[src/rtl/mem_pkg.sv]
// Shared definitions for the parameter memory and its readers: image geometry,
// readback FSM encoding, and the flat-bus byte selector.
package mem_pkg;
  localparam int M = 115;
  localparam int N = 8;

  typedef enum logic [1:0] {
    IDLE   = 2'd0,
    STREAM = 2'd1,
    CSUM   = 2'd2
  } state_t;

  typedef struct packed {
    logic [7:0] start_addr;
    logic [7:0] length;
  } req_t;

  // Out-of-range indices read as zero so the slice never leaves the image.
  function automatic logic [N-1:0] byte_sel(input logic [M*N-1:0] img, input logic [7:0] idx);
    if (int'(idx) < M) return img[int'(idx)*N +: N];
    return '0;
  endfunction
endpackage

[src/rtl/memory_readback_if.sv]
// Request/stream bundle between a readback client (master) and memory_readback (slave).
interface memory_readback_if;
  logic       start;
  logic [7:0] start_addr;
  logic [7:0] length;
  logic       out_ready;
  logic [7:0] out_data;
  logic       out_valid;
  logic       busy;
  logic       done;
  logic       err;

  modport master (output start, start_addr, length, out_ready,
                  input  out_data, out_valid, busy, done, err);
  modport slave  (input  start, start_addr, length, out_ready,
                  output out_data, out_valid, busy, done, err);
endinterface

[src/rtl/mem_byte_mux.sv]
// Combinational M:1 byte selector over the flat parameter image.
module mem_byte_mux
  import mem_pkg::*;
(
  input  logic [M*N-1:0] all_data,
  input  logic [7:0]     addr,
  output logic [N-1:0]   byte_out
);
  assign byte_out = byte_sel(all_data, addr);
endmodule

[src/rtl/memory_readback.sv]
// Streams a window of the flat parameter image out one byte per valid/ready beat.
// Define MEM_READBACK_CHECKSUM_EN to append a mod-256 checksum beat after the data.
module memory_readback
  import mem_pkg::*;
(
  input  logic               clk,
  input  logic               reset,
  input  logic [M*N-1:0]     all_data_in,
  memory_readback_if.slave   bus
);
  state_t     state;
  logic [7:0] addr;
  logic [7:0] remain;
  logic [7:0] mux_addr;
  logic [7:0] mux_byte;
  logic [8:0] win_end;
  logic       hs;
  req_t       req;
  logic [7:0] out_data_q;
  logic       out_valid_q, busy_q, done_q, err_q;
`ifdef MEM_READBACK_CHECKSUM_EN
  logic [7:0] csum;
`endif

  assign req     = '{start_addr: bus.start_addr, length: bus.length};
  assign hs      = out_valid_q && bus.out_ready;
  assign win_end = {1'b0, req.start_addr} + {1'b0, req.length};
  // In IDLE the mux looks at the requested first byte; while streaming, at the next one.
  assign mux_addr = (state == IDLE) ? req.start_addr : addr + 8'd1;

  mem_byte_mux u_mux (
    .all_data (all_data_in),
    .addr     (mux_addr),
    .byte_out (mux_byte)
  );

  always_ff @(posedge clk) begin
    if (reset) begin
      state       <= IDLE;
      addr        <= '0;
      remain      <= '0;
      out_data_q  <= '0;
      out_valid_q <= 1'b0;
      busy_q      <= 1'b0;
      done_q      <= 1'b0;
      err_q       <= 1'b0;
`ifdef MEM_READBACK_CHECKSUM_EN
      csum        <= '0;
`endif
    end else begin
      done_q <= 1'b0;
      err_q  <= 1'b0;
      case (state)
        IDLE: begin
          if (bus.start) begin
            if (req.length == 8'd0) begin
              done_q <= 1'b1;
            end else if (win_end > 9'(M)) begin
              err_q <= 1'b1;
            end else begin
              state       <= STREAM;
              addr        <= req.start_addr;
              remain      <= req.length;
              out_data_q  <= mux_byte;
              out_valid_q <= 1'b1;
              busy_q      <= 1'b1;
`ifdef MEM_READBACK_CHECKSUM_EN
              csum        <= '0;
`endif
            end
          end
        end
        STREAM: begin
          if (hs) begin
`ifdef MEM_READBACK_CHECKSUM_EN
            csum <= csum + out_data_q;
`endif
            if (remain == 8'd1) begin
              remain <= '0;
`ifdef MEM_READBACK_CHECKSUM_EN
              state      <= CSUM;
              out_data_q <= csum + out_data_q;
`else
              state       <= IDLE;
              out_valid_q <= 1'b0;
              busy_q      <= 1'b0;
              done_q      <= 1'b1;
`endif
            end else begin
              addr       <= addr + 8'd1;
              remain     <= remain - 8'd1;
              out_data_q <= mux_byte;
            end
          end
        end
`ifdef MEM_READBACK_CHECKSUM_EN
        CSUM: begin
          if (hs) begin
            state       <= IDLE;
            out_valid_q <= 1'b0;
            busy_q      <= 1'b0;
            done_q      <= 1'b1;
          end
        end
`endif
        default: state <= IDLE;
      endcase
    end
  end

  assign bus.out_data  = out_data_q;
  assign bus.out_valid = out_valid_q;
  assign bus.busy      = busy_q;
  assign bus.done      = done_q;
  assign bus.err       = err_q;
endmodule

[src/flat_wrapper.sv]
// flat-port wrapper written by rule: the top's interface ports become plain ports
module memory_readback_flat import mem_pkg::*;
  (clk, reset, all_data_in, bus_start, bus_start_addr, bus_length, bus_out_ready, bus_out_data, bus_out_valid, bus_busy, bus_done, bus_err);
  memory_readback_if bus_i ();
  input  logic clk;
  input  logic reset;
  input  logic [M*N-1:0] all_data_in;
  input wire logic [$bits(bus_i.start)-1:0] bus_start;
  input wire logic [$bits(bus_i.start_addr)-1:0] bus_start_addr;
  input wire logic [$bits(bus_i.length)-1:0] bus_length;
  input wire logic [$bits(bus_i.out_ready)-1:0] bus_out_ready;
  output wire logic [$bits(bus_i.out_data)-1:0] bus_out_data;
  output wire logic [$bits(bus_i.out_valid)-1:0] bus_out_valid;
  output wire logic [$bits(bus_i.busy)-1:0] bus_busy;
  output wire logic [$bits(bus_i.done)-1:0] bus_done;
  output wire logic [$bits(bus_i.err)-1:0] bus_err;
  assign bus_i.start = bus_start;
  assign bus_i.start_addr = bus_start_addr;
  assign bus_i.length = bus_length;
  assign bus_i.out_ready = bus_out_ready;
  assign bus_out_data = bus_i.out_data;
  assign bus_out_valid = bus_i.out_valid;
  assign bus_busy = bus_i.busy;
  assign bus_done = bus_i.done;
  assign bus_err = bus_i.err;
  memory_readback u_core (.clk(clk), .reset(reset), .all_data_in(all_data_in), .bus(bus_i));
endmodule
[config.mk]
export PLATFORM = sky130hd
export DESIGN_NAME = memory_readback_flat
export DESIGN_NICKNAME = d
export VERILOG_FILES = /design/src/rtl/mem_pkg.sv /design/src/rtl/memory_readback_if.sv /design/src/rtl/mem_byte_mux.sv /design/src/rtl/memory_readback.sv /design/src/flat_wrapper.sv
export SDC_FILE = /design/constraint.sdc
export NUM_CORES = 1
export LEC_CHECK = 0
export ABC_CLOCK_PERIOD_IN_PS = 4750
export CORE_AREA = 2 2 370 372
export CTS_BUF_LIST = sky130_fd_sc_hd__clkbuf_4
export CTS_CLUSTER_DIAMETER = 40
export DETAILED_ROUTE_END_ITERATION = 6
export DIE_AREA = 0 0 372 374
export SLEW_MARGIN = 20
export SYNTH_ARGS = -nofsm -noshare
export SYNTH_HDL_FRONTEND = slang
export SYNTH_SLANG_ARGS = --single-unit
[constraint.sdc]
create_clock -name clk -period 4.75 [get_ports clk]
set_clock_uncertainty 0.1 [all_clocks]
set_input_delay 0.95 -clock clk [delete_from_list [all_inputs] [get_ports clk]]
set_output_delay 0.95 -clock clk [all_outputs]
set_load 0.005 [all_outputs]
=== Word-level counts from Yosys, hierarchy flattened ===
Cells that the tools add are included.

* Bits in registers: 29
* Input bits: 940
* Output and inout bits: 12

* $add $sub $neg: 3
* Magnitude comparators: 2
* Equal/unequal tests: 8
* Shift-type cells: 1
* Mux-type cells: 40
* Bitwise logic cells: 2
* Reduce and logical (&&, ||, !) cells: 9

{| class="wikitable"
|+ Operators with widths
! kind !! count
|-
| 920-bit by 12-bit variable part select with 8-bit output || 1
|-
| 8-bit 2-to-1 mux || 18
|-
| 8-bit one-hot mux with 2 select lines || 3
|-
| 6-bit AND reduction || 2
|-
| 1-bit 2-to-1 mux || 11
|-
| 2-bit 2-to-1 mux || 5
|-
| 5-bit AND reduction || 2
|-
| 8-bit by 8-bit adder with 9-bit output || 1
|-
| 9-bit by 7-bit > comparator with 1-bit output, second input constant || 1
|-
| 8-bit by 1-bit adder with 8-bit output, second input constant || 1
|-
| 8-bit by 1-bit equality test with 1-bit output, second input constant || 1
|-
| 8-bit zero test || 1
|-
| 8-bit by 7-bit less-than comparator with 1-bit output, second input constant || 1
|-
| 2-bit != test, second input constant || 4
|-
| 8-bit by 1-bit subtractor with 8-bit output, second input constant || 1
|-
| 2-bit by 1-bit != test with 1-bit output, second input constant || 2
|-
| 1-bit one-hot mux with 2 select lines || 2
|-
| 2-bit one-hot mux with 2 select lines || 1
|-
| 4-bit OR reduction || 1
|-
| 2-bit by 1-bit equality test with 1-bit output, second input constant || 1
|-
| 2-bit zero test || 1
|-
| 1-bit NOT || 2
|-
| 2-bit nonzero test || 1
|-
| 1-bit logical AND || 1
|}

=== Depth between registers and ports, before layout ===
Gate-level depths: netlist of the first run.

* Depth after elaboration: 9
* Gate-level depth with buffers: 13
* Depth with buffers taken out: 10

=== By module ===
From an unflattened synthesis of the first run, not the netlist that was laid out.

* Cell total of the unflattened synthesis: 923
* Area, all modules: 9791.9 um2

{| class="wikitable"
|+ Modules (own cells, without submodules)
! module !! times used !! cells an instance !! area an instance (um2)
|-
| mem_byte_mux || 1 || 684 || 7778.7
|-
| memory_readback || 1 || 239 || 2013.2
|}

=== Worst setup path after synthesis of the first run ===
OpenSTA, ideal clock, no wires.

* Kind: input -> register
* From: in bus_length[0]
* To: reg u_core.remain[1]
* Setup time: 0.128 ns
* Data arrival time: 3.501 ns
* Data required time: 4.522 ns
* Path slack: 1.021 ns
* Cell stages on the path: 11
* Path through: ha_1 fa_1 a21oi_4 o21ai_1 o41a_1 or4_4 a211oi_4 a21o_4 buf_12 mux2i_1 nor2_1

* Word-level cells in the longest chain between the ends: 4

{| class="wikitable"
|+ Ends and longest elaborated chain
! item !! RTL line !! source
|-
| start, declared || flat_wrapper.sv:10 || <nowiki>input wire logic [$bits(bus_i.length)-1:0] bus_length;</nowiki>
|-
| 8-bit by 8-bit adder with 9-bit output || memory_readback.sv:27 || <nowiki>assign win_end = {1'b0, req.start_addr} + {1'b0, req.length};</nowiki>
|-
| 9-bit by 7-bit > comparator with 1-bit output || memory_readback.sv:58 || <nowiki>end else if (win_end > 9'(M)) begin</nowiki>
|-
| 2-bit != test (no source line) || - ||
|-
| 5-bit AND reduction (no source line) (*) || - ||
|-
| end signal, assigned || memory_readback.sv:63 || <nowiki>remain <= req.length;</nowiki>
|-
| end signal, assigned || memory_readback.sv:91 || <nowiki>remain <= remain - 8'd1;</nowiki>
|-
| end, declared || memory_readback.sv:13 || <nowiki>logic [7:0] remain;</nowiki>
|}

Mark *: on every way between the ends. The rest lies on a longest branch, timed or not.
A chain may end at the register's enable or synchronous reset.

=== Final worst setup path of the first run ===
* From: in bus_start_addr[1]
* To: reg u_core.out_data_q[2], in the netlist u_core.bus.out_data[2]

* Word-level cells in the longest chain between the ends: 8

{| class="wikitable"
|+ Ends and longest elaborated chain
! item !! RTL line !! source
|-
| start, declared || flat_wrapper.sv:9 || <nowiki>input wire logic [$bits(bus_i.start_addr)-1:0] bus_start_addr;</nowiki>
|-
| 8-bit 2-to-1 mux || memory_readback.sv:29 || <nowiki>assign mux_addr = (state == IDLE) ? req.start_addr : addr + 8'd1;</nowiki>
|-
| 920-bit by 12-bit variable part select with 8-bit output / 8-bit by 7-bit less-than comparator with 1-bit output (equally long branches) || mem_pkg.sv:20 || <nowiki>if (int'(idx) < M) return img[int'(idx)*N +: N];</nowiki>
|-
| 8-bit 2-to-1 mux / 1-bit 2-to-1 mux (equally long branches) || mem_pkg.sv:20 ||
|-
| 8-bit 2-to-1 mux || mem_pkg.sv:21 || <nowiki>return '0;</nowiki>
|-
| 8-bit 2-to-1 mux || memory_readback.sv:58 ||
|-
| 8-bit 2-to-1 mux || memory_readback.sv:56 || <nowiki>if (req.length == 8'd0) begin</nowiki>
|-
| 8-bit 2-to-1 mux || memory_readback.sv:55 || <nowiki>if (bus.start) begin</nowiki>
|-
| 8-bit one-hot mux with 2 select lines || memory_readback.sv:53 || <nowiki>case (state)</nowiki>
|-
| end signal, assigned || memory_readback.sv:64 || <nowiki>out_data_q <= mux_byte;</nowiki>
|-
| end signal, assigned || memory_readback.sv:92 || <nowiki>out_data_q <= mux_byte;</nowiki>
|-
| end, declared || memory_readback.sv:19 || <nowiki>logic [7:0] out_data_q;</nowiki>
|}

Parallel ways exist; a longest one is shown, timed or not. The select of a mux whose other input is x is not followed.

==> results of run 1 <==
## through the flow
step           cells  hold WS (ps)  TNS (ps)  total power, mW  util, %
2_1_floorplan   1888           349         0             1.71        -
3_3_place_gp    4574           367      -491             3.86     17.3
3_5_place_dp    4574           375      -201             3.85     17.3
4_1_cts         4578           397         0             4.01     17.3
5_1_grt         4579           441         0             4.20     17.3
6_report        4593           394         0             3.93     17.3
## logic make-up after synthesis
family                     Yosys count  share of synthesized area [%]
and+or+nand+nor                   1078                           43.1
AOI/OAI and AO/OA                  490                           31.1
buffers and inverters              194                           8.52
muxes                               76                           10.0
DFF                                 27                           4.88
adders and majority gates           12                           1.42
xor gates and xnor gates            11                          0.938
## critical path: stages
cell and delay, ps:
clkdlybuf4s50_1 560, buf_4 220, mux2_8 450, buf_4 470, nand2_1 110, nand3_1 100, nand3_1 240, a2111oi_0 1080
o22ai_1 200, a2bb2oi_1 190, a32o_1 170
## registers in the layout (all words and copies together), names as in the netlist
register,cells
u_core.remain,8
u_core.bus.err,1
u_core.bus.out_data,8
u_core.state,1
u_core.addr,8
u_core.bus.done,1
## cells in the final DEF, fill, tap and decap left out, types with 4 or more instances in the layout
master and instances:
a21o_1 8, o31ai_1 5, mux2_2 17, o32ai_1 7, nor4_1 6, a311oi_1 29, nand3_1 257, ha_1 11
o22ai_1 60, a211oi_1 66, a22oi_1 21, a2111oi_0 8, nand4_1 7, o21ai_0 34, buf_12 19, inv_1 8
nor2_1 49, clkdlybuf4s50_1 950, nand3b_1 5, a211o_1 5, mux4_2 25, or3_1 10, o221ai_1 16, mux2i_1 32
buf_4 119, a21oi_1 131, nor3_1 40, diode_2 15, a32o_1 7, o311ai_2 4, and3_1 44, a31oi_1 13
a2bb2oi_1 22, dfxtp_1 26, nand2b_1 17, xor2_1 7, nand2_1 611
## final timing paths
path | endpoint | slack (ps)
hold reg to reg | u_core.remain[6]$_SDFFE_PP0P_ | 390
setup / recovery | u_core.bus.out_data[2]$_SDFFE_PP0P_ | 200
hold / removal | u_core.remain[6]$_SDFFE_PP0P_ | 390
setup reg to reg | u_core.bus.out_data[2]$_SDFFE_PP0P_ | 310
## metal layers
metal | vias up | GRT usage (%) | wire (microns)
met1 | 9182 | 22.7 | 54600
met2 | 1008 | 28.2 | 58500
met4 | 32 | 2.46 | 1920
met3 | 94 | 2.67 | 9090
met5 | - | 0 | 199
li1 | 8771 | - | -
## power breakdown
part | switching, mW | internal [mW] | leakage (nW) | total [mW]
Combinational | 1.96 | 1.55 | 8.32 | 3.51
Clock | 0.106 | 0.0324 | 0.0140 | 0.138
Sequential | 0.0343 | 0.245 | 0.220 | 0.279
Total | 2.10 | 1.83 | 8.55 | 3.93
## cell type report
type / instances / area (sq um) / share of cell area (%)
clock buffers: 3 / 22.5 / 0.0963
clock inverters: 1 / 7.51 / 0.0321
well taps: 1781 / 2230 / 9.53
multi-input cells: 1667 / 9720 / 41.6
flip-flops and latches: 27 / 544 / 2.33
diodes: 15 / 37.5 / 0.160
repair buffers: 1089 / 10800 / 46.1
inverters: 10 / 37.5 / 0.160
==> key figures, run 1 <==
Die
  – Die Ht: 374 microns
  – I/O pin total: 952
  – Row Count: 135
  – Initial core utilization: 8.20%
  – Die Span X: 372 microns
  – Full die area: 139000 sq um
  – Core area: 135000 sq um

GRT
  – Largest net degree at the start of global routing: 53
  – Number of global-route vias before repair: 18500
  – First-pass GRT wire length: 160 mm
  – All-layer global routing usage: 16.8%
  – Total grt overflow: 0
  – Antenna violations before repair: 40

Place
  – Routability congestion estimate: 0.952
  – Pre-CTS WS: -180 ps
  – Placement Cell Area: 23300 sq um
  – DP Wirelength: 108 mm
  – Port Buffers: 951

Finish
  – Area growth syn-to-layout: 111%
  – Share of layout cells above drive strength 1: 8.40%
  – Layout net count: 3750
  – Post-route cell area: 23400 sq um
  – Fill cells: 15400

Logic synthesis
  – Syn Area/Cell: 5.86 sq um
  – Syn Inst Count: 1888
  – Largest area contributor in the netlist: nand2_1
  – Synth Register Bits: 27
  – Top-area cell type share of the netlist area: 20.7%
  – Primary FF master, synth: dfxtp_1
  – Count leader, synth: nand2_1
  – Yosys warns: 0
  – Synth unique cells: 95
  – Synth cell count leaders: nand2_1, nand3_1, a21oi_1
  – Post-synthesis cell area: 11100 sq um
  – Syn nets: 2840
  – Async S/R FF share, synth: 0%
  – Seq/Total Area, Yosys: 4.88%
  – Synth top area cells: nand2_1, nand3_1, a21oi_1
  – Number of enable flip-flop cells after synthesis: 0

Timing
  – Pins Over Slew Limit: 0
  – Highest Clock Rate: 220 MHz
  – Minimum setup slack in the final design: 205 ps
  – Final worst path period share: 95.7%
  – RSZ-0062 raised after global routing: false
  – Min Tclk post-route: 4550 ps
  – Final Hold Vio Count: 0
  – Measured slew at the worst slew-check pin: 1120 ps
  – Final setup violation count: 0
  – Relative slew slack: 23.2%

Setup path
  – Crit path from: bus_start_addr[1]
  – Worst Path Required: 5030 ps
  – Worst Path Arrival: 4830 ps
  – Max Fanout on Critical Path: 44
  – Setup crit start kind: input port
  – CP Class: input port to register
  – R2r startpoint: u_core.addr[0]$_SDFFE_PP0P_
  – Worst R2R Path Depth: 10
  – CP Capture Type: register

Power and ir drop
  – Pleak: 8.55 nW
  – PD cells: 168 nW/um^2
  – Max rail drop VDD: 0.0893 mV

Route
  – Routed len/inst: 27.1 microns
  – DRT iter0 DRCs: 1760
  – Drt total wl: 124 mm
  – Vias: 19100
  – Vias per std cell: 4.16
  – Final ANT Viol Nets: 0
  – Drt drc: 0
  – DRT Pass-1 Iters: 5

Clocking
  – CTS sink cnt: 27
  – Post-cts resize count: 0
  – CTS tree: done
  – Clock insertion delay at the later pin of the skew report: 420 ps
  – Cts bufs inserted: 3
  – Hold buffer count at cts: 0
  – CTS H-tree depth: 1
  – Buffer count from post-CTS setup fixing: 0
  – Clock buffer depth: 2
  – Clock-pin slew on the worst setup and hold paths: 210 ps
  – Clock Tree Root: clkbuf_4

Worst hold path
  – Hold depth: 2
  – HP Start: u_core.remain[6]$_SDFFE_PP0P_
  – Hold WC Path Type: register to register

Outcome
  – Status: finished, final reports clean

Run
  – Maxcap violations: 0
Note: power is estimated with default switching activity, not from simulation.
==> run 2: changes to the inputs <==
--- a/config.mk
+++ b/config.mk
@@ -5,13 +5,14 @@
 export SDC_FILE = /design/constraint.sdc
 export NUM_CORES = 1
 export LEC_CHECK = 0
-export ABC_CLOCK_PERIOD_IN_PS = 4750
-export CORE_AREA = 2 2 370 372
+export ABC_CLOCK_PERIOD_IN_PS = 4460
+export CORE_AREA = 4 4 372 374
 export CTS_BUF_LIST = sky130_fd_sc_hd__clkbuf_4
 export CTS_CLUSTER_DIAMETER = 40
 export DETAILED_ROUTE_END_ITERATION = 6
-export DIE_AREA = 0 0 372 374
+export DIE_AREA = 0 0 376 378
 export SLEW_MARGIN = 20
 export SYNTH_ARGS = -nofsm -noshare
 export SYNTH_HDL_FRONTEND = slang
 export SYNTH_SLANG_ARGS = --single-unit
+export TNS_END_PERCENT = 20
==> constraint.sdc (replaced) <==
create_clock -name clk -period 4.46 [get_ports clk]
set_clock_uncertainty 0.1 [all_clocks]
set_input_delay 0.892 -clock clk [delete_from_list [all_inputs] [get_ports clk]]
set_output_delay 0.892 -clock clk [all_outputs]
set_load 0.005 [all_outputs]
==> run 2 against run 1 <==
Against the previous run: via count barely moved; combinational power grew 8.3%; power increased by 7.9%; final area increased by 0.49%; cell count up 0.30%; routed wire length up 4.1%; critical endpoint is now u_core.bus.out_data[5]$_SDFFE_PP0P_; die area rose by 2.2%; largest cell class unchanged.
==> key figures, run 2 (synthesis results as in run 1) <==
Setup path
  – CP Capture Type: register
  – CP Class: input port to register
  – Worst Path Required: 4690 ps (-340 ps)
  – Worst R2R Path Depth: 9 (-1)
  – CP delay by family, top: compound AO/OA/AOI/OAI gates
  – Slowest cell delay on critical path: 680 ps (-400 ps)
  – Worst reg2reg path endpoint: u_core.bus.out_data[5]$_SDFFE_PP0P_
  – R2r setup slk: 330 ps (+20 ps)
  – Crit-path cells: clkdlybuf4s50_1 -> buf_4 -> nor2_1 -> buf_4 -> nand3b_1 -> o22ai_1 -> a31oi_1 -> nor3_1 -> o41a_2 -> a32o_1
  – Crit path from: bus_start_addr[2]
  – Max Fanout on Critical Path: 7 (-84%)
  – Slowest CP cell: nand3b_1
  – R2r startpoint: u_core.state[0]$_SDFFE_PP0P_
  – Worst Path Arrival: 4420 ps (-410 ps)
  – Setup crit start kind: input port
  – CP bufs+invs: 3 (unchanged)
  – CP most frequent cell: buf_4

Finish
  – Final core utilization: 17.4% (+0.085 points)
  – Commonest non-fill, non-tap cell in the layout: clkdlybuf4s50_1
  – Most frequent cells in the layout: clkdlybuf4s50_1, nand2_1, nand3_1
  – Area growth syn-to-layout: 112%
  – Share of layout cells above drive strength 1: 8.97% (+0.57 points)
  – Fill cells: 15400 (-0.32%)
  – Layout net count: 3761 (+0.29%)

Outcome
  – Status: finished, final reports clean

Clocking
  – CTS H-tree depth: 1 (unchanged)
  – Clock Tree Root: clkbuf_4
  – CTS tree: done
  – CTS sink cnt: 27 (unchanged)
  – Clock-pin slew on the worst setup and hold paths: 210 ps (about the same)
  – Post-cts resize count: 0 (unchanged)
  – Cts bufs inserted: 3 (unchanged)
  – Clock insertion delay at the later pin of the skew report: 400 ps (-20 ps)
  – Clock buffer depth: 2 (unchanged)

Timing
  – Setup tns final: 0 ps (unchanged)
  – Pins Over Slew Limit: 0 (unchanged)
  – Final Hold Vio Count: 0 (unchanged)
  – Measured slew at the worst slew-check pin: 985 ps (-137 ps)
  – Final worst path period share: 93.9%
  – Relative slew slack: 34.0% (+11 points)
  – Final setup violation count: 0 (unchanged)
  – Min Tclk post-route: 4190 ps
  – RSZ-0062 raised after global routing: false
  – Highest Clock Rate: 239 MHz

Die
  – Core area: 135000 sq um (unchanged)
  – Initial core utilization: 8.20% (unchanged)
  – I/O pin total: 952 (unchanged)
  – Die Ht: 378 microns (+1.1%)
  – Die Span X: 376 microns (+1.1%)
  – Row Count: 135 (unchanged)
  – Full die area: 142000 sq um (+2.2%)

Worst hold path
  – HP Start: u_core.bus.out_data[3]$_SDFFE_PP0P_
  – Hold WC Path Type: register to register
  – WHS Endpoint: u_core.bus.out_data[3]$_SDFFE_PP0P_
  – Hold depth: 1 (-1)

Run
  – Maxcap violations: 0 (unchanged)

GRT
  – First-pass GRT wire length: 166 mm (+3.7%)
  – Number of global-route vias before repair: 18900 (+2.1%)
  – All-layer global routing usage: 17.0% (+0.20 points)
  – Largest net degree at the start of global routing: 72 (+36%)
  – Total grt overflow: 0 (unchanged)
  – Antenna violations before repair: 47 (+18%)

Power and ir drop
  – Max rail drop VDD: 0.0844 mV (-5.5%)
  – PD cells: 180 nW/um^2 (+7.3%)
  – Pwr Total: 4.24 mW (+7.9%)
  – Pleak: 8.61 nW (+0.67%)

Route
  – Drt total wl: 129 mm (+4.1%)
  – Vias: 19100 (+0.10%)
  – Final ANT Viol Nets: 0 (unchanged)
  – DRT Pass-1 Iters: 6 (+1)
  – Routed len/inst: 28.1 microns (+3.8%)
  – Drt drc: 0 (unchanged)
  – DRT iter0 DRCs: 1635 (-7.1%)
  – Vias per std cell: 4.15 (-0.20%)

Place
  – Routability congestion estimate: 0.935 (-1.8%)
  – Port Buffers: 951 (unchanged)
  – DP Wirelength: 113 mm (+4.8%)
run 2: cell count changes in the layout (fill, tap and decap cells not counted):
cell	before	now
buf_4	119	130
diode_2	15	18
a2111oi_0	8	6
a2111oi_2	0	2
a311oi_1	29	27
a311oi_2	1	3
buf_2	1	2
clkdlybuf4s50_1	950	949
nor3_1	40	39
nor3_2	2	3
run 2: routing by layer:
layer / GRT usage (%) / up-vias / routed length, microns
met5: 0 / - / 176
met4: 3.06 / 28 / 2270
met3: 2.95 / 94 / 9410
met2: 28.7 / 964 / 60800
met1: 22.7 / 9224 / 56700
li1: - / 8796 / -
run 2: how the worst max path moves through the flow:
stage                                                      to  slack (ps)  depth (start not counted)
after floorplan                 u_core.remain[1]$_SDFFE_PP0P_         790                         11
after global placement    u_core.bus.out_data[0]$_SDFFE_PP0P_        -600                         12
after detailed placement  u_core.bus.out_data[5]$_SDFFE_PP0P_        -340                         10
after CTS                 u_core.bus.out_data[5]$_SDFFE_PP0P_           7                         10
after global routing      u_core.bus.out_data[5]$_SDFFE_PP0P_          50                          9
final                     u_core.bus.out_data[5]$_SDFFE_PP0P_         270                         10
run 2: cell type report:
cell class / instances / area [sq um] / area share, %
timing repair buffer: 1100 / 10900 / 46.2
multi-input combinational: 1667 / 9750 / 41.5
tap: 1781 / 2230 / 9.48
sequential: 27 / 544 / 2.32
antenna: 18 / 45.0 / 0.192
inverter: 10 / 37.5 / 0.160
clock buffer: 3 / 22.5 / 0.0958
clock inverter: 1 / 7.51 / 0.0319
run 2: timing repair:
item	in CTS	in global routing
hold buffers	0	0
endpoints found under the setup margin	0	1
buffers inserted	0	2
run 2: metrics by stage:
stage | area (sq um) | instances | hold slack, ps | setup WS, ps
after global placement | 23400 | 4583 | 362 | -600
after detailed placement | 23400 | 4583 | 359 | -343
after CTS | 23400 | 4587 | 416 | 6.79
after global routing | 23500 | 4593 | 442 | 47.4
final | 23500 | 4607 | 409 | 272
after floorplan | 11100 | 1888 | 349 | 789
run 2: power breakdown:
part / internal, mW / total, mW / leakage [nW] / switching [mW]
clock network: 0.0346 / 0.145 / 0.0141 / 0.110
logic: 1.66 / 3.80 / 8.38 / 2.14
registers: 0.261 / 0.293 / 0.220 / 0.0320
total: 1.96 / 4.24 / 8.61 / 2.28
run 2: worst reg2reg max path, stage by stage, from the launching register on:
cell and delay (ps):
dfxtp_4 670, nand2b_2 370, and2_4 340, buf_12 200
nand3b_1 680, o22ai_1 210, a31oi_1 620, nor3_1 110
o41a_2 500, a32o_1 260
==> run 3: changes to the inputs <==
--- a/config.mk
+++ b/config.mk
@@ -11,6 +11,7 @@
 export CTS_CLUSTER_DIAMETER = 40
 export DETAILED_ROUTE_END_ITERATION = 6
 export DIE_AREA = 0 0 376 378
+export MAX_ROUTING_LAYER = met4
 export SLEW_MARGIN = 20
 export SYNTH_ARGS = -nofsm -noshare
 export SYNTH_HDL_FRONTEND = slang
==> run 3 against run 2 <==
Against the previous run: non-clock buffer count fell by 3; final area rose by 0.23%; register-to-register slack got worse by 150 ps; worst hold slack got worse by 13 ps; die area did not move; worst setup slack got worse by 96 ps; critical path type is now register to register; critical endpoint unchanged.
==> key figures, run 3 (synthesis results as in run 1) <==
GRT
  – Total grt overflow: 0 (unchanged)
  – Largest net degree at the start of global routing: 72 (unchanged)
  – Number of global-route vias before repair: 19100 (+1.0%)
  – Antenna violations before repair: 61 (+30%)
  – Met3 usage: 3.19% (+0.24 points)
  – Met1 Usage GRT: 22.4% (-0.28 points)
  – Grt peak-use layer: met2
  – All-layer global routing usage: 17.5% (+0.53 points)
  – First-pass GRT wire length: 166 mm (about the same)
  – GRT met2 Usage: 28.5% (-0.28 points)

Timing
  – Min Tclk post-route: 4280 ps (+95.5 ps)
  – Relative slew slack: 23.4% (-11 points)
  – Hold_ws: 395 ps (-13.5 ps)
  – RSZ-0062 raised after global routing: false
  – Final worst path period share: 96.1% (+2.1 points)
  – Final setup violation count: 0 (unchanged)
  – Final Hold Vio Count: 0 (unchanged)
  – Highest Clock Rate: 233 MHz (-2.2%)
  – Pins Over Slew Limit: 0 (unchanged)
  – Measured slew at the worst slew-check pin: 1140 ps (+155 ps)

Clocking
  – CTS tree: done
  – Cts bufs inserted: 3 (unchanged)
  – Clock insertion delay at the later pin of the skew report: 410 ps (about the same)
  – Post-cts resize count: 0 (unchanged)
  – Clock-pin slew on the worst setup and hold paths: 210 ps (about the same)
  – Hold buffer count at cts: 0 (unchanged)
  – CTS sink cnt: 27 (unchanged)
  – Clock buffer depth: 2 (unchanged)
  – Buffer count from post-CTS setup fixing: 0 (unchanged)
  – Clock Tree Root: clkbuf_4
  – CTS H-tree depth: 1 (unchanged)

Place
  – Placement Cell Area: 23400 sq um (about the same)
  – Routability congestion estimate: 0.933 (-0.22%)
  – DP Wirelength: 113 mm (about the same)
  – Port Buffers: 951 (unchanged)

Setup path
  – Setup crit start kind: register
  – CP Capture Type: register
  – Worst Path Required: 4700 ps (about the same)
  – Worst Path Arrival: 4520 ps (+100 ps)
  – CP Class: register to register
  – Max Fanout on Critical Path: 43 (+36)

Finish
  – Final core utilization: 17.5% (+0.041 points)
  – Share of layout cells above drive strength 1: 8.88% (-0.097 points)
  – Area growth syn-to-layout: 113%
  – Layout net count: 3758 (-0.080%)
  – Most frequent cells in the layout: clkdlybuf4s50_1, nand2_1, nand3_1
  – Post-route cell area: 23600 sq um (+0.23%)
  – Fill cells: 15400 (+0.16%)
  – Commonest non-fill, non-tap cell in the layout: clkdlybuf4s50_1

Worst hold path
  – Hold WC Path Type: register to register

Die
  – Row Count: 135 (unchanged)
  – Full die area: 142000 sq um (unchanged)
  – Die Ht: 378 microns (unchanged)
  – I/O pin total: 952 (unchanged)
  – Die Span X: 376 microns (unchanged)
  – Core area: 135000 sq um (unchanged)
  – Initial core utilization: 8.20% (unchanged)

Power and ir drop
  – Pleak: 8.61 nW (about the same)
  – PD cells: 179 nW/um^2 (-0.48%)
  – Max rail drop VDD: 0.107 mV (+27%)

Run
  – Maxcap violations: 0 (unchanged)

Route
  – Vias: 19000 (-0.41%)
  – Vias per std cell: 4.11 (-0.80%)
  – DRT iter0 DRCs: 1490 (-8.9%)
  – Drt drc: 0 (unchanged)
  – DRT Pass-1 Iters: 6 (unchanged)
  – Final ANT Viol Nets: 0 (unchanged)
  – Routed len/inst: 28.0 microns (-0.40%)
  – Drt total wl: 129 mm (about the same)

Outcome
  – Status: finished, final reports clean
-- run 3: cell types whose count changed in the layout (fill, tap and decap cells not counted), sizes merged --
| cell | delta |
|---|---|
| buf | -3 |
| diode | +21 |
-- run 3: final cells by class --
class                   count  area, sq um  area share (%)
diodes                     39         97.6           0.414
clock buffers               3         22.5          0.0956
clock inverters             1         7.51          0.0319
inverters                  10         37.5           0.159
multi-input cells        1667         9750            41.4
flip-flops and latches     27          544            2.31
well taps                1781         2230            9.46
repair buffers           1097        10900            46.1
-- run 3: worst paths after layout --
check | start | endpoint | slack (ps) | depth (start not counted)
worst min register to register | u_core.remain[6]$_SDFFE_PP0P_ | u_core.remain[6]$_SDFFE_PP0P_ | 400 | 2
worst max register to register | u_core.addr[0]$_SDFFE_PP0P_ | u_core.bus.out_data[5]$_SDFFE_PP0P_ | 180 | 10
worst max-delay path | u_core.addr[0]$_SDFFE_PP0P_ | u_core.bus.out_data[5]$_SDFFE_PP0P_ | 180 | 10
worst min-delay path | u_core.remain[6]$_SDFFE_PP0P_ | u_core.remain[6]$_SDFFE_PP0P_ | 400 | 2
-- run 3: routing by layer --
layer,part of all wire [%],routed length [microns]
met2,47,60700
met1,44,56900
met5,0,0
met4,2.4,3070
met3,6.7,8690
-- run 3: per-stage QoR --
step	setup TNS (ps)	instances	total power [mW]	setup WS, ps
6_report	0	4625	4.23	176
3_5_place_dp	-1290	4582	4.16	-306
2_1_floorplan	0	1888	1.82	789
5_1_grt	0	4616	4.52	27.4
4_1_cts	0	4586	4.33	23.8
3_3_place_gp	-2310	4582	4.15	-572
-- run 3: power breakdown --
group / switching, mW / internal (mW) / leakage [nW] / total [mW]
Clock: 0.112 / 0.0346 / 0.0142 / 0.146
Combinational: 2.12 / 1.67 / 8.37 / 3.79
Sequential: 0.0324 / 0.261 / 0.220 / 0.293
-- run 3: worst max-delay path: stages, from the launching register on --
cell and delay (ps):
dfxtp_1 380, buf_4 300, nand2b_2 410, nand2_8 260, buf_12 270, nand3b_1 710, o22ai_1 150, a31oi_1 720
nor3_1 100, o41a_2 500, a32o_1 250
